--- src/rtl/leg_pkg.sv ---
// Shared definitions for the fetch/decode stage, register group and condition unit.
package leg_pkg;

    // Fetch/decode sequencer states: four byte fetches then one execute cycle.
    typedef enum logic [2:0] {
        F_OP  = 3'd0,
        F_A1  = 3'd1,
        F_A2  = 3'd2,
        F_DST = 3'd3,
        EXEC  = 3'd4
    } state_e;

    localparam int PC_STEP     = 4;
    localparam int INSTR_BYTES = 4;

    // Opcode bit positions (defaults shared with downstream blocks).
    localparam int COND_BIT_DEF = 5;
    localparam int IMM1_BIT_DEF = 7;
    localparam int IMM2_BIT_DEF = 6;

    // Byte offset within the instruction fetched in a given state.
    function automatic logic [7:0] fetch_idx(input state_e s);
        logic [7:0] idx;
        idx = 8'd0;
        case (s)
            F_OP:    idx = 8'd0;
            F_A1:    idx = 8'd1;
            F_A2:    idx = 8'd2;
            F_DST:   idx = 8'(INSTR_BYTES - 1);
            default: idx = 8'd0;
        endcase
        return idx;
    endfunction

endpackage

--- src/rtl/leg_fetch_decode.sv ---
// Instruction fetch/decode: pulls 4 bytes per instruction from byte-wide
// memory, presents register addresses, and resolves conditional jumps.
module leg_fetch_decode
    import leg_pkg::*;
#(
    parameter logic [7:0] RESET_PC = 8'd0,
    parameter int         COND_BIT = COND_BIT_DEF,
    parameter int         IMM1_BIT = IMM1_BIT_DEF,
    parameter int         IMM2_BIT = IMM2_BIT_DEF
) (
    input  logic       clk,
    input  logic       rst,
    output logic [7:0] mem_addr,
    output logic       mem_req,
    input  logic [7:0] mem_data,
    input  logic       mem_valid,
    input  logic       branch_taken,
    output logic [7:0] pc,
    output logic [7:0] opcode,
    output logic [7:0] out_addr1,
    output logic [7:0] out_addr2,
    output logic [7:0] in_addr,
    output logic       imm1,
    output logic       imm2,
    output logic       en_in,
    output logic       instr_valid
);

    state_e     state_q, state_d;
    logic [7:0] pc_q, pc_d;
    logic [7:0] op_q, op_d;
    logic [7:0] a1_q, a1_d;
    logic [7:0] a2_q, a2_d;
    logic [7:0] dst_q, dst_d;

    // State and byte registers; reset discards any partially fetched instruction.
    always_ff @(posedge clk) begin
        if (rst) begin
            state_q <= F_OP;
            pc_q    <= RESET_PC;
            op_q    <= 8'd0;
            a1_q    <= 8'd0;
            a2_q    <= 8'd0;
            dst_q   <= 8'd0;
        end else begin
            state_q <= state_d;
            pc_q    <= pc_d;
            op_q    <= op_d;
            a1_q    <= a1_d;
            a2_q    <= a2_d;
            dst_q   <= dst_d;
        end
    end

    // Next state: advance on each accepted byte, resolve the PC in EXEC.
    always_comb begin
        state_d = state_q;
        pc_d    = pc_q;
        op_d    = op_q;
        a1_d    = a1_q;
        a2_d    = a2_q;
        dst_d   = dst_q;
        case (state_q)
            F_OP: if (mem_valid) begin
                op_d    = mem_data;
                state_d = F_A1;
            end
            F_A1: if (mem_valid) begin
                a1_d    = mem_data;
                state_d = F_A2;
            end
            F_A2: if (mem_valid) begin
                a2_d    = mem_data;
                state_d = F_DST;
            end
            F_DST: if (mem_valid) begin
                dst_d   = mem_data;
                state_d = EXEC;
            end
            EXEC: begin
                state_d = F_OP;
                // Jump targets are taken unaligned; sequential flow wraps at 256.
                if (op_q[COND_BIT] && branch_taken)
                    pc_d = dst_q;
                else
                    pc_d = pc_q + 8'(PC_STEP);
            end
            default: state_d = F_OP;
        endcase
    end

    // Outputs: request/valid strobes are suppressed while reset is asserted.
    always_comb begin
        mem_req     = 1'b0;
        instr_valid = 1'b0;
        en_in       = 1'b0;
        mem_addr    = pc_q + fetch_idx(state_q);
        case (state_q)
            F_OP, F_A1, F_A2, F_DST: mem_req = ~rst;
            EXEC: begin
                instr_valid = ~rst;
                en_in       = ~rst & ~op_q[COND_BIT];
            end
            default: ;
        endcase
    end

    assign pc        = pc_q;
    assign opcode    = op_q;
    assign out_addr1 = a1_q;
    assign out_addr2 = a2_q;
    assign in_addr   = dst_q;
    assign imm1      = op_q[IMM1_BIT];
    assign imm2      = op_q[IMM2_BIT];

endmodule

--- config.mk ---
export PLATFORM = sky130hd
export DESIGN_NAME = leg_fetch_decode
export DESIGN_NICKNAME = d
export VERILOG_FILES = /design/src/rtl/leg_pkg.sv /design/src/rtl/leg_fetch_decode.sv
export SDC_FILE = /design/constraint.sdc
export NUM_CORES = 1
export LEC_CHECK = 0
export BUFFER_PORTS_ARGS = -buffer_cell sky130_fd_sc_hd__clkbuf_2
export CORE_UTILIZATION = 30
export DETAILED_ROUTE_END_ITERATION = 8
export PLACE_DENSITY = 0.51
export RECOVER_POWER = 25
export SYNTH_ARGS = -nofsm -noshare
export SYNTH_HDL_FRONTEND = slang
export SYNTH_SLANG_ARGS = --single-unit
--- constraint.sdc ---
create_clock -name clk -period 2.8 [get_ports clk]
set_clock_uncertainty 0.1 [all_clocks]
set_input_delay 0.56 -clock clk [delete_from_list [all_inputs] [get_ports clk]]
set_output_delay 0.56 -clock clk [all_outputs]
set_load 0.02 [all_outputs]
==> qor.tcl, run 1 <==
set qor(path_max_fanout) 8
set qor(core_area_mm2) 0.005991
set qor(powerDensity_mw_per_mm2) 569.8
set qor(finalWirelength_um) 4849
set qor(floorplan.die_area_mm2) 0.006585
set qor(hold_class) {reg -> reg}
set qor(num_antenna_cells) 0
set qor(io_port_bufs) 64
set qor(crit_path_end) {mem_addr[6]}
set qor(drt-pass1-iter-count) 4
set qor(final-seq-area_um2) 862.1
set qor(initial_cell_density_of_the_core) 0.3137
set qor(gr-usage-met2) 0.2479
set qor(ctsRootBufferMaster) {sky130_fd_sc_hd__clkbuf_8}
set qor(share_of_cell_area_taken_by_muxes_after_synthesis) 0.04261
set qor(grt_setup_unrepaired) {false}
set qor(simple_gate_fraction_of_synth_area) 0.2597
set qor(synth_nets) 242
set qor(mappedNetlistArea_mm2) 0.001879
set qor(antenna_left) 0
set qor(worstReg2RegStart) {state_q[0]}
set qor(worst_setup_hold_path_clk_slew_ns) 0.08
set qor(cts_made_buffers) 5
set qor(synthDistinctLibCells) 36
set qor(flow.area_growth_from_synthesis_pct) 23.30
set qor(holdBufCountCts) 0
set qor(post-route-min-period_ns) 2.651
set qor(finalCritPeriodShare) 0.9468
set qor(antenna_violations_before_repair) 0
set qor(top_usage_layer) {met2}
set qor(cp-start-kind) {flip-flop}
set qor(setup_total_negative_slack_ns) 0
set qor(post_drt_via_cell_ratio) 4.757
set qor(largest_net_degree_at_the_start_of_global_routing) 28
set qor(clock_latency_ns) 0.30
set qor(dpl.hpwl_um) 3491
set qor(regToRegSetupSlack_ns) 0.91
set qor(synth_top_family_by_area) {simple AND/OR/NAND/NOR gates}
set qor(end_kind) {primary output}
set qor(adder_and_majority_gate_portion_of_the_synthesized_area) 0.03063
set qor(synth-seq-cells) 43
set qor(crit_start) {state_q[2]}
set qor(layout-drive-gt1-share) 0.2125
set qor(ctsLongestPathBuffers) 2
set qor(place.gp.congestion) 0.7763
set qor(p_total_uw) 1320
set qor(grt.total_usage) 0.1584
set qor(synth_sequential_area_ratio) 0.4581
set qor(drc) 0
set qor(synth-xor-area-share) 0.03728
set qor(initialDrtViolationCount) 77
set qor(cts_num_sinks) 43
set qor(timing_worst_setup_path_type) {reg -> out}
set qor(die_width_um) 81.15
set qor(routed-via-count) 1722
set qor(io_pins) 65
set qor(avg_inst_size_synth_um2) 8.315
set qor(global_route_wire_length_before_repair_um) 7803
set qor(vdd_drop_max_mv) 0.2879
set qor(overflow) 0
set qor(static-leakage-power_uw) 0.0009115
set qor(synth_cells) 226
set qor(slew_headroom) 0.5686
set qor(arrival_ns) 1.99
set qor(final.fill_count) 667
set qor(final_nets) 302
set qor(synth_largest_area_cell) {sky130_fd_sc_hd__dfxtp_1}
set qor(final_slew_viol_count) 0
set qor(use_met3) 0.04382
set qor(multiInputGateArea_um2) 923.4
set qor(max_slew.worst_pin.slew_ns) 0.6456
set qor(cts_setup_buffers) 0
set qor(yosysWarningCount) 0
set qor(die_h_um) 81.15
set qor(row_count) 28
set qor(setup-violations-final) 0
set qor(finalHoldViolCount) 0
set qor(reg2regPathDepth) 3
set qor(synth.area.top_cells) {sky130_fd_sc_hd__dfxtp_1 (46%), sky130_fd_sc_hd__nand2_1 (12%), sky130_fd_sc_hd__a21oi_1 (9.3%)}
set qor(regToRegEndpoint) {pc[7]}
set qor(wl_per_cell_um) 13.40
set qor(via_count_of_the_first_global_routing_pass) 1572
set qor(outcome) {completed}
set qor(maxCapViolCount) 0
set qor(clock.fmax_ghz) 0.3772
set qor(synth_compound_area_frac) 0.1212
set qor(grt_use_met1) 0.2106
set qor(worst-endpoint-required_ns) 2.14
set qor(cts_tree) {done}
set qor(netlist.area_leader.share) 0.4581
set qor(htree_num_levels) 2
==> synth_stat cells <==
cell type,number
sky130_fd_sc_hd__nand2_1,58
sky130_fd_sc_hd__dfxtp_1,43
sky130_fd_sc_hd__a21oi_1,35
sky130_fd_sc_hd__nor2_1,15
sky130_fd_sc_hd__clkbuf_1,9
sky130_fd_sc_hd__mux2i_1,8
sky130_fd_sc_hd__nor3_1,7
sky130_fd_sc_hd__nand2b_1,4
sky130_fd_sc_hd__o21ai_0,4
sky130_fd_sc_hd__xnor2_1,4
sky130_fd_sc_hd__xor2_1,4
sky130_fd_sc_hd__clkbuf_8,3
sky130_fd_sc_hd__ha_1,3
sky130_fd_sc_hd__nand3_1,3
sky130_fd_sc_hd__nor3b_1,3
sky130_fd_sc_hd__buf_4,2
sky130_fd_sc_hd__o32ai_1,2
sky130_fd_sc_hd__a311oi_1,1
sky130_fd_sc_hd__a31oi_1,1
sky130_fd_sc_hd__and2_2,1
sky130_fd_sc_hd__and2b_1,1
sky130_fd_sc_hd__and3_1,1
sky130_fd_sc_hd__and3_2,1
sky130_fd_sc_hd__and4_1,1
sky130_fd_sc_hd__buf_2,1
sky130_fd_sc_hd__fa_1,1
sky130_fd_sc_hd__nand3_2,1
sky130_fd_sc_hd__nand4_1,1
sky130_fd_sc_hd__nor2b_1,1
sky130_fd_sc_hd__nor3b_2,1
sky130_fd_sc_hd__or2_1,1
sky130_fd_sc_hd__or2_2,1
sky130_fd_sc_hd__or3_1,1
sky130_fd_sc_hd__or3b_1,1
sky130_fd_sc_hd__or3b_2,1
sky130_fd_sc_hd__or4_1,1
==> worst min path at each step <==
stage	slack [ns]	from	cells past startpoint	to
after floorplan	0.39	state_q[2]	1	state_q[0]
after global placement	0.34	opcode[3]	2	opcode[3]
after detailed placement	0.35	out_addr2[6]	2	out_addr2[6]
after CTS	0.36	opcode[3]	2	opcode[3]
after global routing	0.38	out_addr2[6]	2	out_addr2[6]
final	0.36	opcode[3]	2	opcode[3]
==> placed cells by master (no fill, tap or decap), types with 2 or more instances in the layout <==
master | Yosys | final
sky130_fd_sc_hd__clkbuf_1 | 9 | 22
sky130_fd_sc_hd__ha_1 | 3 | 3
sky130_fd_sc_hd__nand3_1 | 3 | 3
sky130_fd_sc_hd__o32ai_1 | 2 | 2
sky130_fd_sc_hd__nor3_1 | 7 | 7
sky130_fd_sc_hd__nand2_1 | 58 | 58
sky130_fd_sc_hd__o21ai_0 | 4 | 4
sky130_fd_sc_hd__mux2i_1 | 8 | 8
sky130_fd_sc_hd__clkbuf_8 | 3 | 6
sky130_fd_sc_hd__clkbuf_2 | 0 | 43
sky130_fd_sc_hd__nor3b_1 | 3 | 3
sky130_fd_sc_hd__buf_4 | 2 | 3
sky130_fd_sc_hd__xnor2_1 | 4 | 4
sky130_fd_sc_hd__dfxtp_1 | 43 | 42
sky130_fd_sc_hd__nand2b_1 | 4 | 4
sky130_fd_sc_hd__a21oi_1 | 35 | 35
sky130_fd_sc_hd__nor2_1 | 15 | 15
sky130_fd_sc_hd__xor2_1 | 4 | 4
==> flip-flops by register name, indices dropped and copies added, names as in the netlist <==
| signal | count |
|---|---|
| state_q | 3 |
| out_addr2 | 8 |
| in_addr | 8 |
| opcode | 8 |
| out_addr1 | 8 |
| pc | 8 |
==> cell families (layout without fill, tap and decap cells) <==
logic type	Yosys count	in the layout
compound gates	43	43
xor+xnor	8	8
fa+ha+maj	4	4
buf+inv	15	76
flops	43	43
mux	8	8
simple gates	105	105
==> final cells by class <==
cell class | count | area share
sequential | 43 | 0.3720
timing repair buffer | 68 | 0.1382
tap | 75 | 0.04050
multi-input combinational | 168 | 0.3985
clock buffer | 6 | 0.03564
clock inverter | 2 | 0.01512
==> worst max-delay path, stage by stage (launching register included) <==
cell                       delay (ns)
sky130_fd_sc_hd__dfxtp_1         0.43
sky130_fd_sc_hd__and2b_1         0.21
sky130_fd_sc_hd__ha_1            0.20
sky130_fd_sc_hd__fa_1            0.43
sky130_fd_sc_hd__nand4_1         0.14
sky130_fd_sc_hd__xnor2_1         0.12
sky130_fd_sc_hd__clkbuf_2        0.18
==> layer usage <==
| layer | vias up | part of all wire |
|---|---|---|
| met2 | 50 | 0.45 |
| li1 | 878 | - |
| met1 | 789 | 0.48 |
| met3 | 5 | 0.058 |
| met5 | - | 0 |
| met4 | 0 | 0.011 |
==> stage by stage <==
| stage | setup WS, ns | hold slack (ns) | cells | area (um2) | utilization |
|---|---|---|---|---|---|
| after floorplan | 0.4914 | 0.3943 | 226 | 1879 | - |
| after global placement | 0.4460 | 0.3413 | 354 | 2228 | 0.3720 |
| after detailed placement | 0.4021 | 0.3490 | 354 | 2228 | 0.3720 |
| after CTS | 0.06769 | 0.3622 | 362 | 2346 | 0.3916 |
| after global routing | 0.004691 | 0.3834 | 362 | 2317 | 0.3868 |
| final | 0.1491 | 0.3557 | 362 | 2317 | 0.3868 |
==> what timing repair did <==
| item | in CTS | in global routing |
|---|---|---|
| hold endpoints to repair | 0 | 0 |
| setup endpoints to repair | 0 | 3 |
| gates resized for setup | 0 | 1 |
==> power breakdown <==
group / switching, uW / internal (uW)
sequential: 20.8 / 634
combinational: 105 / 52.3
clock: 219 / 289
total: 345 / 975
(Power assumes the default switching activity.)
==> run 2, diff against run 1 <==
--- a/config.mk
+++ b/config.mk
@@ -8,7 +8,6 @@
 export BUFFER_PORTS_ARGS = -buffer_cell sky130_fd_sc_hd__clkbuf_2
 export CORE_UTILIZATION = 30
 export DETAILED_ROUTE_END_ITERATION = 8
-export PLACE_DENSITY = 0.51
 export RECOVER_POWER = 25
 export SYNTH_ARGS = -nofsm -noshare
 export SYNTH_HDL_FRONTEND = slang
==> run 2 against run 1 <==
  * First-iteration DRC count is 26% lower
  * Sequential cell count stayed put
  * Via count is 0.46% lower
  * Cell count is 0.28% lower
  * Worst setup slack worse by 0.0087 ns
  * Register-to-register slack worse by 0.03 ns
  * Largest power group unchanged
  * Die area stayed put
  * Total power is 5.3% lower
  * Non-clock buffer count is 1 lower
  * Design area is 0.76% lower
==> qor.tcl, run 2 (synthesized netlist as in run 1, its figures left out) <==
set qor(final.fill_count) 651 ;# -2.4%
set qor(overflow) 0 ;# unchanged
set qor(grt.total_usage) 0.1553 ;# -0.003082
set qor(cts_tree) {done}
set qor(finalHoldViolCount) 0 ;# unchanged
set qor(initial_cell_density_of_the_core) 0.3137 ;# unchanged
set qor(worst_hold_startpoint) {opcode[3]}
set qor(setup_total_negative_slack_ns) 0 ;# unchanged
set qor(clock_latency_ns) 0.29 ;# about the same
set qor(place.gp.congestion) 0.7116 ;# -8.3%
set qor(final_nets) 301 ;# -0.33%
set qor(final_slew_viol_count) 0 ;# unchanged
set qor(row_count) 28 ;# unchanged
set qor(post-route-min-period_ns) 2.660 ;# +0.008653 ns
set qor(ctsLongestPathBuffers) 2 ;# unchanged
set qor(antenna_left) 0 ;# unchanged
set qor(arrival_ns) 2.00 ;# about the same
set qor(combPwrFrac) 0.125 ;# +0.006
set qor(core_area_mm2) 0.005991 ;# unchanged
set qor(timing_worst_setup_path_type) {reg -> out}
set qor(via_count_of_the_first_global_routing_pass) 1554 ;# -1.1%
set qor(io_pins) 65 ;# unchanged
set qor(htree_num_levels) 2 ;# unchanged
set qor(clock.fmax_ghz) 0.3760 ;# -0.33%
set qor(flow.area_growth_from_synthesis_pct) 22.37
set qor(cts_setup_buffers) 0 ;# unchanged
set qor(cts_made_buffers) 5 ;# unchanged
set qor(grt_setup_unrepaired) {false}
set qor(routed-via-count) 1714 ;# -0.46%
set qor(clkPwrFrac) 0.351 ;# -0.034
set qor(die_width_um) 81.15 ;# unchanged
set qor(wl_per_cell_um) 13.34 ;# -0.45%
set qor(seqPwrFrac) 0.524 ;# +0.028
set qor(vdd_drop_max_mv) 0.2820 ;# -2.0%
set qor(finalWirelength_um) 4814 ;# -0.72%
set qor(cts_num_sinks) 43 ;# unchanged
set qor(maxCapViolCount) 0 ;# unchanged
set qor(die_h_um) 81.15 ;# unchanged
set qor(antenna_violations_before_repair) 0 ;# unchanged
set qor(floorplan.die_area_mm2) 0.006585 ;# unchanged
set qor(holdBufCountCts) 0 ;# unchanged
set qor(dpl.hpwl_um) 3437 ;# -1.5%
set qor(internal_power_uw) 910.6 ;# -6.6%
set qor(layout-drive-gt1-share) 0.2133 ;# +0.0007432
set qor(p_total_uw) 1250 ;# -5.3%
set qor(sw_frac) 0.2716 ;# +0.01044
set qor(drc) 0 ;# unchanged
set qor(end_kind) {primary output}
set qor(crit_start) {state_q[2]}
set qor(io_port_bufs) 64 ;# unchanged
set qor(ctsRootBufferMaster) {sky130_fd_sc_hd__clkbuf_8}
set qor(num_antenna_cells) 0 ;# unchanged
set qor(place_worst_setup_slack_ns) 0.4349 ;# +0.03272 ns
set qor(drt-pass1-iter-count) 4 ;# unchanged
set qor(layout.cells.most_common) {sky130_fd_sc_hd__nand2_1}
set qor(initialDrtViolationCount) 57 ;# -26%
set qor(finalCritPeriodShare) 0.9499 ;# +0.003090
set qor(powerDensity_mw_per_mm2) 543.6 ;# -4.6%
set qor(path_max_fanout) 8 ;# unchanged
set qor(worst_setup_hold_path_clk_slew_ns) 0.08 ;# about the same
set qor(postLayoutSetupSlackWorst_ns) 0.1404 ;# -0.008653 ns
set qor(max_slew.worst_pin.slew_ns) 1.018 ;# +0.3725 ns
set qor(setup-violations-final) 0 ;# unchanged
set qor(static-leakage-power_uw) 0.0008996 ;# -1.3%
set qor(cp-start-kind) {flip-flop}
set qor(worstReg2RegStart) {state_q[0]}
set qor(hold_class) {reg -> reg}
set qor(worst-endpoint-required_ns) 2.14 ;# about the same
set qor(slew_headroom) 0.3212 ;# -0.2474
set qor(p_switching_uw) 339.6 ;# -1.5%
set qor(outcome) {completed}
set qor(largest_net_degree_at_the_start_of_global_routing) 27 ;# -3.6%
set qor(global_route_wire_length_before_repair_um) 7748 ;# -0.70%
set qor(multiInputGateArea_um2) 923.4 ;# unchanged
set qor(final-seq-area_um2) 862.1 ;# unchanged
set qor(post_drt_via_cell_ratio) 4.748 ;# -0.19%
set qor(layout.cells.most_common_list) {sky130_fd_sc_hd__nand2_1 (58), sky130_fd_sc_hd__clkbuf_2 (43), sky130_fd_sc_hd__dfxtp_1 (42)}
==> run 2: path summary, 6_finish.rpt <==
path | end | slack [ns] | cells after the start
setup / recovery | mem_addr[6] | 0.14 | 6
hold / removal | opcode[3] | 0.36 | 2
setup reg to reg | pc[7] | 0.88 | 3
hold reg to reg | opcode[3] | 0.36 | 2
==> run 2: metrics by stage <==
step           hold slack [ns]  cell area (um2)  instances    util
3_5_place_dp            0.3504             2221        353  0.3707
4_1_cts                 0.3628             2325        361  0.3881
6_report                0.3594             2300        361  0.3839
2_1_floorplan           0.3943             1879        226       -
5_1_grt                 0.3796             2300        361  0.3839
3_3_place_gp            0.3419             2221        353  0.3707
==> run 2: layer usage <==
layer  up-vias  global-route usage  share of wire
li1        881                   -              -
met1       781              0.2099           0.49
met2        48              0.2345           0.44
met3         4             0.05169          0.064
met4         0             0.04286         0.0052
met5         -                   0              0
==> run 2: what timing repair did <==
item / CTS / global route
hold endpoints to repair: 0 / 0
resized for setup: 0 / 1
setup endpoints to repair: 0 / 3
==> run 2: layout make-up <==
type,instances,share of cell area
Clock buffer,7,0.04189
Sequential cell,43,0.3749
Multi-Input combinational cell,168,0.4015
Clock inverter,1,0.003264
Timing Repair Buffer,67,0.1376
Tap cell,75,0.04081
==> run 2: power groups by stage <==
| stage | clock network [uW] | logic [uW] | registers (uW) |
|---|---|---|---|
| final | 439 | 156 | 655 |
| after global routing | 475 | 173 | 660 |
| after CTS | 455 | 161 | 655 |
| after detailed placement | 0 | 160 | 669 |
| after global placement | 0 | 161 | 668 |
| after floorplan | 0 | 90.3 | 685 |
==> run 2: critical path, stage by stage (launching register included) <==
cell                       delay, ns
sky130_fd_sc_hd__dfxtp_1        0.44
sky130_fd_sc_hd__and2b_1        0.21
sky130_fd_sc_hd__ha_1           0.20
sky130_fd_sc_hd__fa_1           0.43
sky130_fd_sc_hd__nand4_1        0.13
sky130_fd_sc_hd__xnor2_1        0.12
sky130_fd_sc_hd__clkbuf_2       0.18
==> run 3, diff against run 2 <==
--- a/config.mk
+++ b/config.mk
@@ -5,7 +5,7 @@
 export SDC_FILE = /design/constraint.sdc
 export NUM_CORES = 1
 export LEC_CHECK = 0
-export BUFFER_PORTS_ARGS = -buffer_cell sky130_fd_sc_hd__clkbuf_2
+export BUFFER_PORTS_ARGS = -buffer_cell sky130_fd_sc_hd__buf_2
 export CORE_UTILIZATION = 30
 export DETAILED_ROUTE_END_ITERATION = 8
 export RECOVER_POWER = 25
==> run 3 against run 2 <==
  * Global-route usage hardly changed
  * Design area is 0.44% higher
  * Critical path type unchanged
  * Combinational power hardly changed
  * Largest cell class unchanged
  * Critical endpoint unchanged
  * Non-clock buffer count stayed put
  * Cell count stayed put
==> qor.tcl, run 3 (synthesized netlist as in run 1, its figures left out) <==
set qor(place_worst_setup_slack_ns) 0.4443 ;# +0.009461 ns
set qor(post_layout_nonfiller_instances) 361 ;# unchanged
set qor(setup_total_negative_slack_ns) 0 ;# unchanged
set qor(dpl.hpwl_um) 3409 ;# -0.81%
set qor(place.gp.congestion) 0.7246 ;# +1.8%
set qor(finalHoldViolCount) 0 ;# unchanged
set qor(num_antenna_cells) 0 ;# unchanged
set qor(cpPeakStageDelay_ns) 0.44 ;# about the same
set qor(final_slew_viol_count) 0 ;# unchanged
set qor(via_count_of_the_first_global_routing_pass) 1612 ;# +3.7%
set qor(layout-drive-gt1-share) 0.2098 ;# -0.003497
set qor(layout.cells.most_common_list) {sky130_fd_sc_hd__nand2_1 (58), sky130_fd_sc_hd__dfxtp_1 (42), sky130_fd_sc_hd__buf_2 (42)}
set qor(finalWirelength_um) 4666 ;# -3.1%
set qor(path_max_fanout) 8 ;# unchanged
set qor(drt-pass1-iter-count) 4 ;# unchanged
set qor(ctsLongestPathBuffers) 2 ;# unchanged
set qor(worst_setup_hold_path_clk_slew_ns) 0.09 ;# about the same
set qor(arrival_ns) 1.98 ;# -0.02 ns
set qor(post_drt_via_cell_ratio) 4.823 ;# +1.6%
set qor(combPwrFrac) 0.119 ;# -0.006
set qor(io_port_bufs) 64 ;# unchanged
set qor(maxCapViolCount) 0 ;# unchanged
set qor(wl_per_cell_um) 12.93 ;# -3.1%
set qor(floorplan.die_area_mm2) 0.006585 ;# unchanged
set qor(overflow) 0 ;# unchanged
set qor(dp_cells) 353 ;# unchanged
set qor(cts_num_sinks) 43 ;# unchanged
set qor(die_h_um) 81.15 ;# unchanged
set qor(hold_class) {reg -> reg}
set qor(finalCritPeriodShare) 0.9435 ;# -0.006323
set qor(cp_num_cells) 6 ;# unchanged
set qor(largest_net_degree_at_the_start_of_global_routing) 27 ;# unchanged
set qor(regToRegSetupSlack_ns) 0.91 ;# +0.03 ns
set qor(clkPwrFrac) 0.379 ;# +0.028
set qor(critical_path.top_delay_family) {adder cells}
set qor(clock_latency_ns) 0.30 ;# about the same
set qor(slew_headroom) 0.3770 ;# +0.05572
set qor(seqPwrFrac) 0.502 ;# -0.022
set qor(global_route_wire_length_before_repair_um) 7707 ;# -0.53%
set qor(io_pins) 65 ;# unchanged
set qor(antenna_violations_before_repair) 0 ;# unchanged
set qor(cts_made_buffers) 5 ;# unchanged
set qor(worst-endpoint-required_ns) 2.14 ;# about the same
set qor(htree_num_levels) 2 ;# unchanged
set qor(grt_setup_unrepaired) {false}
set qor(initialDrtViolationCount) 88 ;# +54%
set qor(post-route-min-period_ns) 2.642 ;# -0.01770 ns
set qor(internal_power_uw) 955.2 ;# +4.9%
set qor(powerDensity_mw_per_mm2) 565.0 ;# +3.9%
set qor(core_area_mm2) 0.005991 ;# unchanged
set qor(vdd_drop_max_mv) 0.3138 ;# +11%
set qor(outcome) {completed}
set qor(end_kind) {primary output}
set qor(timing_worst_setup_path_type) {reg -> out}
set qor(flow.area_growth_from_synthesis_pct) 22.90
set qor(grt.total_usage) 0.1551 ;# -0.0001635
set qor(initial_cell_density_of_the_core) 0.3137 ;# unchanged
set qor(p_switching_uw) 349.8 ;# +3.0%
set qor(setup-violations-final) 0 ;# unchanged
set qor(path_cells) {and2b_1, ha_1, fa_1, nand4_1, xnor2_1, buf_2}
set qor(ctsRootBufferMaster) {sky130_fd_sc_hd__clkbuf_8}
set qor(postLayoutSetupSlackWorst_ns) 0.1581 ;# +0.01771 ns
set qor(row_count) 28 ;# unchanged
set qor(sw_frac) 0.2680 ;# -0.003608
set qor(static-leakage-power_uw) 0.0009250 ;# +2.8%
set qor(final_nets) 301 ;# unchanged
set qor(final.fill_count) 650 ;# -0.15%
set qor(cts_tree) {done}
set qor(reg2regPathDepth) 3 ;# unchanged
set qor(hold_depth) 2 ;# unchanged
set qor(cts_setup_buffers) 0 ;# unchanged
set qor(cp-start-kind) {flip-flop}
set qor(cp_num_buf_inv) 1 ;# unchanged
set qor(max_slew.worst_pin.slew_ns) 0.9346 ;# -0.08358 ns
set qor(routed-via-count) 1741 ;# +1.6%
set qor(p_total_uw) 1305 ;# +4.4%
set qor(antenna_left) 0 ;# unchanged
set qor(clock.fmax_ghz) 0.3785 ;# +0.67%
set qor(die_width_um) 81.15 ;# unchanged
set qor(crit_path_max_delay_cell_type) {sky130_fd_sc_hd__dfxtp_1}
set qor(drc) 0 ;# unchanged
set qor(layout.cells.most_common) {sky130_fd_sc_hd__nand2_1}
-- run 3: metal layers --
layer / GRT usage / wire, um / up-vias / share of wire
li1: - / - / 880 / -
met1: 0.2054 / 2285 / 795 / 0.49
met2: 0.2471 / 2020 / 58 / 0.43
met3: 0.04157 / 304 / 8 / 0.065
met4: 0.04286 / 55 / 0 / 0.012
met5: 0 / 0 / - / 0
-- run 3: power by group through the flow --
stage | sequential [uW] | combinational [uW] | clock, uW
3_5_place_dp | 669 | 161 | 0
5_1_grt | 660 | 174 | 525
2_1_floorplan | 685 | 90.3 | 0
4_1_cts | 655 | 161 | 505
6_report | 655 | 156 | 494
3_3_place_gp | 668 | 161 | 0
-- run 3: what timing repair did --
| item | CTS | global route |
|---|---|---|
| hold buffers | 0 | 0 |
| gates resized for setup | 0 | 1 |
| hold endpoints to repair | 0 | 0 |
| setup endpoints to repair | 0 | 2 |
-- run 3: worst paths after layout --
path                      from      endpoint
setup reg to reg    state_q[0]         pc[7]
hold reg to reg   out_addr2[5]  out_addr2[5]
setup / recovery    state_q[2]   mem_addr[6]
hold / removal    out_addr2[5]  out_addr2[5]
-- run 3: cell type report --
class,count,area (um2),share of cell area
Tap cell,75,93.84,0.04063
Timing Repair Buffer,67,315.3,0.1365
Multi-Input combinational cell,168,923.4,0.3998
Sequential cell,43,862.1,0.3732
Clock inverter,3,46.29,0.02004
Clock buffer,5,68.82,0.02979
-- run 3: stage by stage --
stage / hold WS, ns / cell area [um2] / util
after floorplan: 0.3943 / 1879 / -
after global placement: 0.3400 / 2221 / 0.3707
after detailed placement: 0.3440 / 2221 / 0.3707
after CTS: 0.3574 / 2336 / 0.3899
after global routing: 0.3818 / 2310 / 0.3855
final: 0.3570 / 2310 / 0.3855
-- run 3: tightest hold or removal path, stage by stage (launching register included) --
cell	delay (ns)
sky130_fd_sc_hd__dfxtp_1	0.32
sky130_fd_sc_hd__nand2_1	0.05
sky130_fd_sc_hd__a21oi_1	0.05
